===== src/rtl/tcdm_varlat_pkg.sv =====
// Shared definitions for the variable-latency TCDM crossbar slice.
//   idx_width()          : $clog2(n), but never less than 1 bit
//   DefaultNumIn         : default master count
//   DefaultMaxOutstanding: default ID FIFO depth
//   master_idx_t         : master index type for the default master count
package tcdm_varlat_pkg;

  localparam int unsigned DefaultNumIn          = 4;
  localparam int unsigned DefaultMaxOutstanding = 2;

  function automatic int unsigned idx_width(input int unsigned n);
    return (n > 1) ? $clog2(n) : 1;
  endfunction

  typedef logic [idx_width(DefaultNumIn)-1:0] master_idx_t;

endpackage


===== src/rtl/bank_resp_id_fifo.sv =====
// In-order ID FIFO.
// It holds the master index of every granted-but-unanswered transaction.
// Ports:
//   clk, rst : clock, synchronous active-high reset (empties the FIFO)
//   push     : write wdata at the tail (ignored when full)
//   wdata    : ID to store
//   pop      : drop the head entry (ignored when empty)
//   rdata    : head entry (valid while !empty)
//   full     : count == Depth
//   empty    : count == 0
//   count    : number of stored entries
// Push and pop may both be asserted in the same cycle; the count then holds.
module bank_resp_id_fifo
  import tcdm_varlat_pkg::*;
#(
  parameter int unsigned Depth = DefaultMaxOutstanding,
  parameter int unsigned Width = 2
) (
  input  logic                         clk,
  input  logic                         rst,
  input  logic                         push,
  input  logic [Width-1:0]             wdata,
  input  logic                         pop,
  output logic [Width-1:0]             rdata,
  output logic                         full,
  output logic                         empty,
  output logic [$clog2(Depth+1)-1:0]   count
);

  localparam int unsigned PtrW = idx_width(Depth);
  localparam int unsigned CntW = $clog2(Depth + 1);

  logic [Width-1:0] mem [Depth];
  logic [PtrW-1:0]  wr_ptr;
  logic [PtrW-1:0]  rd_ptr;
  logic             push_en;
  logic             pop_en;

  function automatic logic [PtrW-1:0] next_ptr(input logic [PtrW-1:0] p);
    return (p == PtrW'(Depth - 1)) ? '0 : p + PtrW'(1);
  endfunction

  assign full    = (count == CntW'(Depth));
  assign empty   = (count == '0);
  assign push_en = push & ~full;
  assign pop_en  = pop & ~empty;
  assign rdata   = mem[rd_ptr];

  always_ff @(posedge clk) begin
    if (push_en) mem[wr_ptr] <= wdata;
  end

  always_ff @(posedge clk) begin
    if (rst) begin
      wr_ptr <= '0;
      rd_ptr <= '0;
      count  <= '0;
    end else begin
      if (push_en) wr_ptr <= next_ptr(wr_ptr);
      if (pop_en)  rd_ptr <= next_ptr(rd_ptr);
      unique case ({push_en, pop_en})
        2'b10:   count <= count + CntW'(1);
        2'b01:   count <= count - CntW'(1);
        default: ;
      endcase
    end
  end

endmodule


===== src/rtl/bank_arb_resp_demux_varlat.sv =====
// Bank-side round-robin arbiter and in-order response demux.
// It sits in front of one bank of the variable-latency TCDM crossbar.
// Ports:
//   clk_i, rst_i     : clock, synchronous active-high reset
//   req_i/gnt_o      : per-master request / grant
//   data_i           : per-master packed request payload (NumIn x ReqDataWidth)
//   vld_o/rdata_o    : per-master response valid / data (NumIn x RespDataWidth)
//   req_o/gnt_i      : request to bank / bank grant
//   data_o           : winning master's payload ('0 when nobody requests)
//   vld_i/rdata_i    : bank response valid / data (returned in grant order)
// Build option:
//   BANK_ARB_RDATA_GATE_EN : zero rdata_o lanes whose vld_o is low
//                            (default: rdata_i broadcast to every lane)
module bank_arb_resp_demux_varlat
  import tcdm_varlat_pkg::*;
#(
  parameter int unsigned NumIn          = DefaultNumIn,
  parameter int unsigned ReqDataWidth   = 32,
  parameter int unsigned RespDataWidth  = 32,
  parameter int unsigned MaxOutstanding = DefaultMaxOutstanding
) (
  input  logic                             clk_i,
  input  logic                             rst_i,
  input  logic [NumIn-1:0]                 req_i,
  output logic [NumIn-1:0]                 gnt_o,
  input  logic [NumIn*ReqDataWidth-1:0]    data_i,
  output logic [NumIn-1:0]                 vld_o,
  output logic [NumIn*RespDataWidth-1:0]   rdata_o,
  output logic                             req_o,
  input  logic                             gnt_i,
  output logic [ReqDataWidth-1:0]          data_o,
  input  logic                             vld_i,
  input  logic [RespDataWidth-1:0]         rdata_i
);

  localparam int unsigned IdxW = idx_width(NumIn);
  localparam int unsigned CntW = $clog2(MaxOutstanding + 1);

  typedef logic [IdxW-1:0] idx_t;

  idx_t            rr_ptr;
  idx_t            winner;
  logic            found;
  logic            hs;
  logic            pop;
  idx_t            head;
  logic            fifo_full;
  logic            fifo_empty;
  logic [CntW-1:0] count;

  // First requester at or after rr_ptr, wrapping around.
  always_comb begin
    int unsigned k;
    k      = 0;
    winner = '0;
    found  = 1'b0;
    for (int unsigned i = 0; i < NumIn; i++) begin
      k = (int'(rr_ptr) + i) % NumIn;
      if (!found && req_i[idx_t'(k)]) begin
        found  = 1'b1;
        winner = idx_t'(k);
      end
    end
  end

  // Credit gating: the full flag comes only from registered state, so vld_i
  // has no combinational path to req_o.
  assign req_o = (|req_i) & ~fifo_full & ~rst_i;
  assign hs    = req_o & gnt_i;
  assign pop   = vld_i & ~fifo_empty & ~rst_i;

  always_comb begin
    data_o = '0;
    gnt_o  = '0;
    for (int unsigned i = 0; i < NumIn; i++) begin
      if (found && winner == idx_t'(i)) begin
        data_o   = data_i[i*ReqDataWidth +: ReqDataWidth];
        gnt_o[i] = hs;
      end
    end
  end

  always_ff @(posedge clk_i) begin
    if (rst_i) begin
      rr_ptr <= '0;
    end else if (hs) begin
      rr_ptr <= (winner == idx_t'(NumIn - 1)) ? '0 : winner + idx_t'(1);
    end
  end

  bank_resp_id_fifo #(
    .Depth (MaxOutstanding),
    .Width (IdxW)
  ) i_id_fifo (
    .clk   (clk_i),
    .rst   (rst_i),
    .push  (hs),
    .wdata (winner),
    .pop   (pop),
    .rdata (head),
    .full  (fifo_full),
    .empty (fifo_empty),
    .count (count)
  );

  always_comb begin
    vld_o = '0;
    for (int unsigned i = 0; i < NumIn; i++) begin
      vld_o[i] = pop & (head == idx_t'(i));
    end
  end

  always_comb begin
    rdata_o = '0;
    for (int unsigned i = 0; i < NumIn; i++) begin
`ifdef BANK_ARB_RDATA_GATE_EN
      rdata_o[i*RespDataWidth +: RespDataWidth] = vld_o[i] ? rdata_i : '0;
`else
      rdata_o[i*RespDataWidth +: RespDataWidth] = rdata_i;
`endif
    end
  end

  // A response with nothing outstanding is dropped; flag it in simulation.
  always_ff @(posedge clk_i) begin
    if (!rst_i) begin
      assert (!(vld_i && fifo_empty))
        else $warning("bank_arb_resp_demux_varlat: vld_i with no outstanding ID ignored");
    end
  end

endmodule


===== config.mk =====
export PLATFORM = sky130hd
export DESIGN_NAME = bank_arb_resp_demux_varlat
export DESIGN_NICKNAME = d
export VERILOG_FILES = /design/src/rtl/tcdm_varlat_pkg.sv /design/src/rtl/bank_resp_id_fifo.sv /design/src/rtl/bank_arb_resp_demux_varlat.sv
export SDC_FILE = /design/constraint.sdc
export NUM_CORES = 1
export LEC_CHECK = 0
export CAP_MARGIN = 5
export CORE_AREA = 4 4 129 131
export DETAILED_ROUTE_END_ITERATION = 10
export DIE_AREA = 0 0 133 135
export GPL_TIMING_DRIVEN = 0
export PLACE_DENSITY_LB_ADDON = 0.12
export SLEW_MARGIN = 25
export SYNTH_ARGS = -nofsm -noshare
export SYNTH_HDL_FRONTEND = slang
export SYNTH_SLANG_ARGS = --single-unit

===== constraint.sdc =====
create_clock -name clk_i -period 2.95 [get_ports clk_i]
set_clock_uncertainty 0.15 [all_clocks]
set_input_delay 0.295 -clock clk_i [delete_from_list [all_inputs] [get_ports clk_i]]
set_output_delay 0.295 -clock clk_i [all_outputs]
set_load 0.02 [all_outputs]

==> results.py <==
metrics = {
    "finish": {
        "nets": 880,
        "final_layout_size_suffix_gt1_share_pct": 33.1,
        "register_area_um2": 268,
        "final_area_mm2": 0.00636,
        "final_cells": 923,
        "multi_input_area_mm2": 0.00139,
        "num-fill-cells": 1659,
        "area_growth_pct": 134,
    },
    "synth": {
        "synth-edff-count": 4,
        "synth_ff_type": "dfxtp_1",
        "avgSynthCellArea_um2": 6.94,
        "synth_nets": 565,
        "synth.distinct_cells": 34,
        "syn_area_mm2": 0.00272,
        "synthArstFlopShare_pct": 0,
        "ys_ff_latch": 11,
        "ys_seq_area_share_pct": 9.57,
        "yosys_warnings": 0,
        "syn_inst": 392,
    },
    "timing": {
        "fin_tns_setup_ns": 0,
        "slew_headroom_pct": 49.9,
        "tightest_slew_ns": 0.751,
        "timing.fmax_ghz": 0.345,
        "period_needed_ns": 2.90,
        "slew_viol_final": 0,
        "rsz0062_at_grt": "yes",
        "setup_slack_ns": 0.0499,
        "fin_crit_sh_pct": 98.3,
        "hold_viol": 0,
        "setup_viol": 0,
    },
    "setup_path": {
        "cp.buffers_inverters": 3,
        "cp.depth": 12,
        "critPathLaunchType": "register",
        "worstReg2RegEnd": "i_id_fifo.count[1]",
        "cp.required_ns": 2.51,
        "endpoint_kind": "output port",
        "worstPathMaxFanout": 6,
        "reg2reg_slack_ns": 0.72,
        "path_cells": "a21oi_2, nor2_1, nor2_1, o22ai_2, ha_2, nor2b_4, buf_6, buf_6, a221oi_2, a211o_1, a21oi_2, buf_6",
        "cp_slowest_cell": "dfxtp_4",
        "criticalPathCategory": "register to output port",
        "arrival_ns": 2.46,
        "critPathTopFamily": "compound AO/OA/AOI/OAI gates",
        "worstReg2RegStart": "i_id_fifo.count[0]",
        "cp_common_cell": "buf_6",
        "slowest_delay_ns": 0.38,
        "r2r_cells": 6,
    },
    "placed_design": {
        "place_congestion": 0.816,
        "placed_area_mm2": 0.00602,
        "placed_cells": 911,
        "io_buffers": 303,
        "place_ws_ns": -1.40,
        "dp_hpwl_mm": 14.0,
    },
    "global_route": {
        "grt_pass1_wl_mm": 23.2,
        "antenna_found_initial": 1,
        "grt_overflow": 0,
        "grt_max_degree": 11,
        "grt_pass1_vias": 3919,
        "grt_usage_pct": 16.5,
    },
    "hold_path": {
        "hp-class": "input pin to register",
        "whs_path_depth": 2,
        "hold_path.startpoint": "rst_i",
    },
    "floorplan": {
        "die_area_mm2": 0.0180,
        "die_h_um": 135,
        "core_mm2": 0.0156,
        "start_util_pct": 17.4,
        "rows": 46,
        "die_w_um": 133,
        "pin_count": 337,
    },
    "run": {
        "maxCapViolCount": 0,
    },
    "clock_network": {
        "cts_tree": "yes",
        "clk_pin_slew_ns": 0.04,
        "hold_buffers": 0,
        "worstSkewPairLatency_ns": 0.24,
        "clockBufferDepth": 2,
        "root_buffer": "clkbuf_16",
        "cts_buffers": 3,
        "cts.sinks": 11,
        "ctsHtreeMaxLevel": 1,
    },
    "pwr": {
        "ir_drop_mv": 0.172,
        "power_leakage_nw": 2.81,
        "power_density_mw_per_mm2": 313,
        "power_mw": 1.99,
    },
    "drt": {
        "drt_first_pass_iters": 5,
        "drcViolationCount": 0,
        "vias": 3741,
        "routed_wl_mm": 16.3,
        "initialDrtViolationCount": 86,
        "vias_per_cell": 4.05,
        "ant_nets": 0,
        "wl_per_cell_um": 17.6,
    },
    "run_status": {
        "outcome": "finished, final reports clean",
    },
}
[layer usage]
layer  wire, um  up-vias  GRT usage, %
met1       5360     1703          16.9
met5          0        -             0
met3       1920       15          8.16
met4        265        0          3.00
met2       8730      175          30.5
li1           -     1848             -
[through the flow]
stage               hold slack, ns  utilization, %
global placement             0.330            38.6
CTS                          0.313            39.5
global route                 0.348            40.8
finish                       0.311            40.8
floorplan                    0.313               -
detailed placement           0.346            38.6
[how the worst max path moves through the flow]
stage                    from         end  slack [ns]
global placement     req_i[1]  data_o[22]       -1.35
floorplan            req_i[2]  data_o[10]        0.31
finish              rr_ptr[1]  data_o[21]        0.05
CTS                 rr_ptr[0]  data_o[10]    -0.00003
global route        rr_ptr[1]  data_o[21]       -0.08
detailed placement   req_i[1]  data_o[22]       -1.40
[cell usage after synthesis (3+ instances only)]
library cell  number  share of area [%]
clkbuf_1          18                2.5
and2_1             6                1.4
dfxtp_1            7                5.2
buf_2              5               0.92
o21ai_0            4               0.74
inv_1             39                5.4
a221oi_1          31                 10
edfxtp_1           4                4.4
a211o_1           31                 10
buf_1              3               0.41
ha_1               5                2.3
nand2_1           34                4.7
a21oi_1           38                7.0
buf_4            128                 35
nor2_1            15                2.1
[cells in the final DEF, fill, tap and decap left out, types with 15 or more instances in the layout]
master,n
clkdlybuf4s50_1,265
buf_4,146
inv_1,37
nand2_1,33
a211o_1,31
a221oi_1,29
buf_6,22
a21oi_2,20
a21oi_1,18
nor2_1,15
[flip-flops by register name (all words and copies together), names as in the netlist, named ones only]
| register | count |
|---|---|
| i_id_fifo.count | 2 |
| i_id_fifo.mem | 4 |
| i_id_fifo.rd_ptr | 1 |
| i_id_fifo.wr_ptr | 1 |
| rr_ptr | 2 |
[power by group]
part           internal (mW)  switching [mW]
combinational          0.836           0.716
sequential             0.174          0.0131
clock                  0.180          0.0708
total                   1.19           0.800
[area by class of cell]
class,count,area share (%)
well taps,216,4.25
diodes,1,0.0394
flip-flops and latches,11,4.21
clock inverters,1,0.0787
inverters,39,2.30
clock buffers,3,1.18
multi-input cells,188,21.8
plain buffers,153,17.8
repair buffers,311,48.3
[kinds of logic after synthesis]
group	synth area share, %
buffers and inverters	44.5
DFF	9.57
muxes	0.368
AOI/OAI and AO/OA	30.1
xor gates and xnor gates	1.29
and+or+nand+nor	11.9
adders and majority gates	2.30
[what timing repair did]
action / in CTS / in global routing
buffers inserted: 2 / 3
pin swaps: 6 / 24
gates cloned: 1 / 2
resized for setup: 207 / 61
setup endpoints to repair: 35 / 34
No activity file was read; power rests on OpenSTA's default activity.
